File: src/rtl/tqvp_prism_cntbank.sv
// Counter/latch bank for the TinyQV PRISM peripheral: preloadable countdown timers,
// compare up-counters, an output latch and a masked interrupt status register.
module tqvp_prism_cntbank #(
  parameter int NUM_DOWN = 2,
  parameter int DOWN_W   = 27,
  parameter int NUM_UP   = 2,
  parameter int UP_W     = 4,
  parameter int LATCH_W  = 4
) (
  input  logic                clk,
  input  logic                rst,
  input  logic [5:0]          address,
  input  logic [31:0]         data_in,
  input  logic [1:0]          data_write_n,
  input  logic [1:0]          data_read_n,
  output logic [31:0]         data_out,
  output logic                data_ready,
  input  logic                fsm_halt,
  input  logic [NUM_DOWN-1:0] dn_dec,
  input  logic [NUM_DOWN-1:0] dn_load,
  input  logic [NUM_UP-1:0]   up_inc,
  input  logic [NUM_UP-1:0]   up_clr,
  input  logic                latch_en,
  input  logic [LATCH_W-1:0]  latch_d,
  output logic [NUM_DOWN-1:0] dn_zero,
  output logic [NUM_UP-1:0]   up_match,
  output logic [LATCH_W-1:0]  latched_q,
  output logic                user_interrupt
);

  localparam logic [5:0] A_CTRL   = 6'h00;
  localparam logic [5:0] A_STATUS = 6'h04;
  localparam logic [5:0] A_MASK   = 6'h08;
  localparam logic [5:0] A_LATCH  = 6'h0C;
  localparam logic [5:0] A_DN     = 6'h10;
  localparam logic [5:0] A_UP     = 6'h20;

  function automatic logic [15:0] valid_bits();
    logic [15:0] v;
    v = '0;
    for (int i = 0; i < NUM_DOWN; i++) v[i] = 1'b1;
    for (int j = 0; j < NUM_UP; j++) v[4+j] = 1'b1;
    v[15] = 1'b1;
    return v;
  endfunction

  localparam logic [15:0] STAT_VALID = valid_bits();

  logic                wr;
  logic                en;
  logic [NUM_DOWN-1:0] autoreload;
  logic [15:0]         status;
  logic [15:0]         mask;
  logic [15:0]         status_set;
  logic [15:0]         status_clr;
  logic                halt_q;
  logic [DOWN_W-1:0]   dn_count [NUM_DOWN];
  logic [DOWN_W-1:0]   dn_next  [NUM_DOWN];
  logic [DOWN_W-1:0]   preload  [NUM_DOWN];
  logic [UP_W-1:0]     up_count [NUM_UP];
  logic [UP_W-1:0]     up_next  [NUM_UP];
  logic [UP_W-1:0]     compare  [NUM_UP];
  logic                unused_inputs;

  assign wr             = (data_write_n == 2'b10);
  assign data_ready     = 1'b1;
  assign user_interrupt = |(status & mask);
  assign status_clr     = (wr && address == A_STATUS) ? data_in[15:0] : 16'h0000;
  assign unused_inputs  = ^{data_read_n, data_in};

  // Next counter values and the event bits they raise; halt freezes every channel.
  always_comb begin
    status_set = '0;
    for (int i = 0; i < NUM_DOWN; i++) begin
      dn_next[i] = dn_count[i];
      if (!fsm_halt) begin
        if (dn_dec[i] && !dn_load[i]) begin
          if (dn_count[i] == DOWN_W'(1)) begin
            status_set[i] = 1'b1;
            dn_next[i]    = autoreload[i] ? preload[i] : '0;
          end else if (dn_count[i] != '0) begin
            dn_next[i] = dn_count[i] - DOWN_W'(1);
          end
        end else if (dn_load[i] && !dn_dec[i] && en) begin
          dn_next[i] = preload[i];
        end
      end
    end
    for (int j = 0; j < NUM_UP; j++) begin
      up_next[j] = up_count[j];
      if (!fsm_halt) begin
        if (up_inc[j] && !up_clr[j]) begin
          up_next[j] = up_count[j] + UP_W'(1);
          if ((up_count[j] + UP_W'(1)) == compare[j]) status_set[4+j] = 1'b1;
        end else if (up_clr[j] && !up_inc[j] && en) begin
          up_next[j] = '0;
        end
      end
    end
    if (fsm_halt && !halt_q) status_set[15] = 1'b1;
  end

  always_ff @(posedge clk or posedge rst) begin
    if (rst) begin
      en         <= 1'b0;
      autoreload <= '0;
      status     <= '0;
      mask       <= '0;
      halt_q     <= 1'b0;
      latched_q  <= '0;
      for (int i = 0; i < NUM_DOWN; i++) begin
        dn_count[i] <= '0;
        preload[i]  <= '0;
      end
      for (int j = 0; j < NUM_UP; j++) begin
        up_count[j] <= '0;
        compare[j]  <= '0;
      end
    end else begin
      halt_q <= fsm_halt;
      // A hardware event in the same cycle as its W1C keeps the bit set.
      status <= (status & ~status_clr) | status_set;
      for (int i = 0; i < NUM_DOWN; i++) dn_count[i] <= dn_next[i];
      for (int j = 0; j < NUM_UP; j++) up_count[j] <= up_next[j];
      if (wr && address == A_CTRL) begin
        en         <= data_in[0];
        autoreload <= data_in[8 +: NUM_DOWN];
      end
      if (wr && address == A_MASK) mask <= data_in[15:0] & STAT_VALID;
      if (wr && address == A_LATCH) latched_q <= data_in[LATCH_W-1:0];
      else if (!fsm_halt && latch_en) latched_q <= latch_d;
      for (int i = 0; i < NUM_DOWN; i++)
        if (wr && address == A_DN + 6'(4 * i)) preload[i] <= data_in[DOWN_W-1:0];
      for (int j = 0; j < NUM_UP; j++)
        if (wr && address == A_UP + 6'(4 * j)) compare[j] <= data_in[UP_W-1:0];
    end
  end

  always_comb begin
    data_out = '0;
    if (address == A_CTRL) begin
      data_out[0]             = en;
      data_out[8 +: NUM_DOWN] = autoreload;
    end
    if (address == A_STATUS) data_out[15:0] = status;
    if (address == A_MASK) data_out[15:0] = mask;
    if (address == A_LATCH) data_out[LATCH_W-1:0] = latched_q;
    for (int i = 0; i < NUM_DOWN; i++)
      if (address == A_DN + 6'(4 * i)) data_out[DOWN_W-1:0] = dn_count[i];
    for (int j = 0; j < NUM_UP; j++)
      if (address == A_UP + 6'(4 * j)) begin
        data_out[16 +: UP_W] = compare[j];
        data_out[0 +: UP_W]  = up_count[j];
      end
  end

  always_comb begin
    dn_zero  = '0;
    up_match = '0;
    for (int i = 0; i < NUM_DOWN; i++) dn_zero[i] = (dn_count[i] == '0);
    for (int j = 0; j < NUM_UP; j++) up_match[j] = (up_count[j] == compare[j]);
  end

endmodule

File: config.mk
export PLATFORM = sky130hd
export DESIGN_NAME = tqvp_prism_cntbank
export DESIGN_NICKNAME = d
export VERILOG_FILES = /design/src/rtl/tqvp_prism_cntbank.sv
export SDC_FILE = /design/constraint.sdc
export NUM_CORES = 1
export LEC_CHECK = 0
export BUFFER_PORTS_ARGS = -buffer_cell sky130_fd_sc_hd__buf_2
export CORE_MARGIN = 2
export CORE_UTILIZATION = 61
export CTS_BUF_LIST = sky130_fd_sc_hd__clkbuf_8
export DETAILED_ROUTE_END_ITERATION = 8
export MAX_ROUTING_LAYER = met4
export PLACE_DENSITY = 0.92
export SYNTH_ARGS = -nofsm -noshare
export SYNTH_HDL_FRONTEND = slang
export SYNTH_SLANG_ARGS = --single-unit
File: constraint.sdc
create_clock -name clk -period 5.83 [get_ports clk]
set_input_delay 0.2915 -clock clk [delete_from_list [all_inputs] [get_ports clk]]
set_output_delay 0.2915 -clock clk [all_outputs]
set_load 0.02 [all_outputs]
# Yosys cells after proc, flatten, opt, wreduce, memory -nomap -nowiden
# Cells that the tools add are included.
[word_totals]
input_bits = 58
register_bits = 153
word_cells = 127
[op_classes]
n_eq_ne = 16
mux = 41
add_sub_neg = 4
reduce_logical = 47
bitwise = 5
[ops]
columns = ["op", "count"]
rows = [
  ["$mux 27", 12],
  ["$eq 27x1->1 const B", 2],
  ["$logic_not 27->1", 2],
  ["$reduce_bool 27->1", 2],
  ["$sub 27x1->27 const B", 2],
  ["$mux 16", 3],
  ["$mux 4", 11],
  ["$and 16x16->16", 2],
  ["$logic_and 1x1->1", 22],
  ["$eq 4x4->1", 4],
  ["$not 16->16", 1],
  ["$or 16x16->16", 1],
  ["$reduce_or 16->1", 1],
  ["$mux 1", 14],
  ["$eq 6x4->1 const B", 2],
  ["$eq 6x5->1 const B", 2],
  ["$eq 6x6->1 const B", 2],
  ["$logic_not 1->1", 10],
  ["$reduce_bool 2->1", 5],
  ["$add 4x1->4 const B", 2],
  ["$eq 6x3->1 const B", 1],
  ["$logic_not 6->1", 1],
  ["$ne 3x1->1 const B", 2],
  ["$reduce_and 3->1", 2],
  ["other kinds (4)", 5],
]

# Longest topological paths before layout
[depth]
depth_word = 9
mapped_depth = 9
depth_no_buf = 8

# Worst setup path after synthesis
# Ideal clock, no wire load.
[synth_path]
path_type = "register to register"
startpoint = "reg dn_count[17] (netlist name)"
endpoint = "reg dn_count[26] (netlist name)"
synth_period_minus_slack_ns = 2.488
path_buffers = 1
path_stages_with_launch = 7
setup_slack_ns = 3.342
t_required_ns = 5.708
arrival_ns = 2.367
cell_sequence = "dfrtp_1 or4_4 or4_1 buf_2 or4_1 or2_0 a32o_1"
[synth_between]
elab_chain_cells = 4
[synth_rtl]
columns = ["element", "line", "rtl"]
rows = [
  ["start, declared", "57", "logic [DOWN_W-1:0] dn_count [NUM_DOWN];"],
  ["start signal, assigned by index", "112", "dn_count[i] <= '0;"],
  ["$sub 27x1->27", "82", "dn_next[i] = dn_count[i] - DOWN_W'(1);"],
  ["$mux 27", "81", "end else if (dn_count[i] != '0) begin"],
  ["$mux 27", "78", "if (dn_count[i] == DOWN_W'(1)) begin"],
  ["$mux 27", "77", "if (dn_dec[i] && !dn_load[i]) begin"],
]
# Parallel ways exist; a longest one is shown, timed or not. The select of a mux whose other input is x is not followed.
# A chain may end at the register's enable or synchronous reset.

# Worst setup path in the final report
[layout_path]
startpoint = "reg dn_count[43] (netlist name)"
endpoint = "reg dn_count[36] (netlist name)"
[layout_between]
elab_chain_cells = 3
[layout_rtl]
columns = ["element", "line"]
rows = [
  ["$eq 27x1->1 or $reduce_bool 27->1 (tied branches)", "78, 81"],
  ["$ne 3x1->1 (no source line) or $mux 27 (tied branches)", "-"],
  ["$reduce_and 3->1 (no source line) or $mux 27 (tied branches)", "-"],
]
# Parallel ways exist; a longest one is shown, timed or not.

==> run metrics <==
reg2reg setup slack 2490 ps; number of DRC markers in iteration 0 1,131; Storage cell area 3830 µm²; Fmax achieved 299 MHz; CTS tree done; Primary FF master, synth dfrtp_1; synth unique cells 61; Clock Path Buffers 2; post-synth top area share 45.2%; crit path DAT 3740 ps; die height 122 µm; DIE AREA 14,900 µm²; Slew Limit Fails 0; # setup viols final 0; DR pass1 iterations 6; Top Layer Used met4; dpl hpwl 17.9 mm; cell with the most instances after synthesis dfrtp_1; Worst Skew 8.20 ps; Synth area leader dfrtp_1; post-synthesis average cell area 9.63 µm²; WL/cell 22.1 µm; Final nets 1,010; worst setup path endpoint dn_count[36]; Metal-1 WL 9.79 mm; Final ANT Viol Nets 0; Post-CTS Setup Repair Bufs 0; area of the multi-input gates 4380 µm²; Final Cycle Share 57.3%; Hold WC Path Type in2async; run status complete, but fails checks; CTS hold repair buffers 0; post-CTS sizing 0; EDFF count, synth 0; first-pass GRT wire length 39.6 mm; H-tree depth 4; Yosys reg bits 153; IO Port Bufs 86; die width 122 µm; Fin. Hold Viols 13; gr ovfl total 0; hold_ws -8.70 ps; clk slew on worst S/H paths 90 ps; via count of the first global-routing pass 7,187; DR WL met2 11.4 mm; Layout area overhead 10.5%; clk sinks 153; post-layout min period 3340 ps; Std-Cell Core Area 13,700 µm²; Max transition margin 12.9%; failing checks hold timing; Post-route DRC 0; Max stage delay on crit path 1140 ps; Mapped Area 8480 µm²; post-route design area 9370 µm²; Initial Util 61.8%; fill count 1,067; layout cells sized above 1 23.1%; Required @ worst endpoint 6220 ps; capturing point of the worst reg2reg path dn_count[36]; routed wire length 25.2 mm; r2r worst-path depth 6; max-cap violations 0; DR WL met3 2.93 mm; setup tns final 0 ps; sequential-to-total area share from yosys stat 45.2%; commonest cells in the netlist dfrtp_1 (153), nand2_1 (85), mux2_2 (79); root buf cell clkbuf_8; Worst-Skew Late Latency 470 ps; Crit Path Category reg2reg; Reg2Reg Launch Point dn_count[43]; CP max-delay cell o21ai_2; Post-Synthesis Cells 880; GP Congestion 1.03; CP max FO 29; asr flop ratio synth 100%; slew of the pin with the lowest slew margin 1310 ps; row cnt 43; Yosys Warn Count 0; CP cell instances nor4_1, nand4_1, o21ai_2, a21oi_1, o21ai_0, a21boi_0; Cell Area, Placed 9000 µm²; Crit. End Element flip-flop; Vias 7,834; leakage 0.00425 µW; Setup crit start dn_count[43]; CTS buffer count 17; Critical Path Source Type flip-flop; antenna violations before repair 0; n_diodes 0; RSZ-0062 raised after global routing no; I/O Pins 100; maximum vdd drop 0.260 mV; All-Layer GR Usage 36.6%; largest net degree at the start of global routing 92; routed vias/inst 6.88; Synth area leaders dfrtp_1 (45%), mux2_2 (10%), a21oi_1 (4.1%), nand2_1 (3.8%), o21ai_0 (3.6%); pwr dens 344 nW/µm²
==> how the worst min path moves through the flow <==
stage | start | end | slack (ps) | cells after the start
global placement | halt_q | status[15] | 400 | 1
detailed placement | halt_q | status[15] | 450 | 1
global route | rst | up_count[4] | 50 | 2
floorplan | fsm_halt | halt_q | 320 | 0
CTS | rst | status[4] | 10 | 2
finish | rst | status[4] | -9 | 2
==> cells in the final DEF, fill, tap and decap left out, types with 14 or more instances in the layout <==
cell / instances
dfrtp_1: 153
buf_2: 86
nand2_1: 85
mux2_2: 79
nor2_1: 75
a21oi_1: 70
o21ai_0: 60
nor3_1: 32
a22oi_1: 30
clkbuf_8: 17
inv_1: 16
nor4_1: 16
nand3_1: 16
mux2i_1: 14
==> worst max-delay path, delay by kind of cell (launching register included) <==
kind | cells | cell delay, ps
AO/OA/AOI/OAI | 4 | 1680
AND/OR/NAND/NOR | 2 | 1030
flip-flops | 1 | 560
==> state kept, by name, summed over array words and instances, names as in the netlist, 2 cells and up <==
register	cells
dn_count	54
preload	54
status	16
compare	8
up_count	8
mask	5
latched_q	4
autoreload	2
==> where the power goes <==
| part | internal, µW | switching, µW | total (µW) |
|---|---|---|---|
| logic | 364 | 672 | 1040 |
| registers | 1210 | 207 | 1410 |
| clock network | 310 | 463 | 772 |
==> kinds of logic after synthesis <==
kind of cell	share of synthesized area (%)
other cells	0.0886
xor+xnor	1.45
flops	45.2
fa+ha+maj	0.886
simple gates	16.2
compound gates	19.9
mux	12.9
buf+inv	3.42
==> per-layer routing <==
metal	track usage [%]	vias to the layer above
met4	15.7	0
met1	48.8	3782
li1	-	3406
met2	53.9	555
met3	8.47	91
met5	-	-
==> final cells by class <==
type / instances / share of cell area [%]
well taps: 180 / 2.40
multi-input cells: 662 / 46.8
inverters: 17 / 0.734
clock buffers: 17 / 2.50
clock inverters: 15 / 1.40
flip-flops and latches: 153 / 40.9
repair buffers: 95 / 5.31
==> stage by stage <==
stage          worst slack [ps]  hold slack [ps]  total power (µW)  instances  util [%]
2_1_floorplan              1420              323              2130        884         -
6_report                   2490            -8.70              3220       1139      68.3
3_5_place_dp               2640              446              2430       1107      65.6
4_1_cts                    2630             11.3              3190       1139      68.3
5_1_grt                    2310             48.1              3390       1139      68.3
3_3_place_gp               2690              404              2400       1107      65.6
No activity file was read; power rests on OpenSTA's default activity.
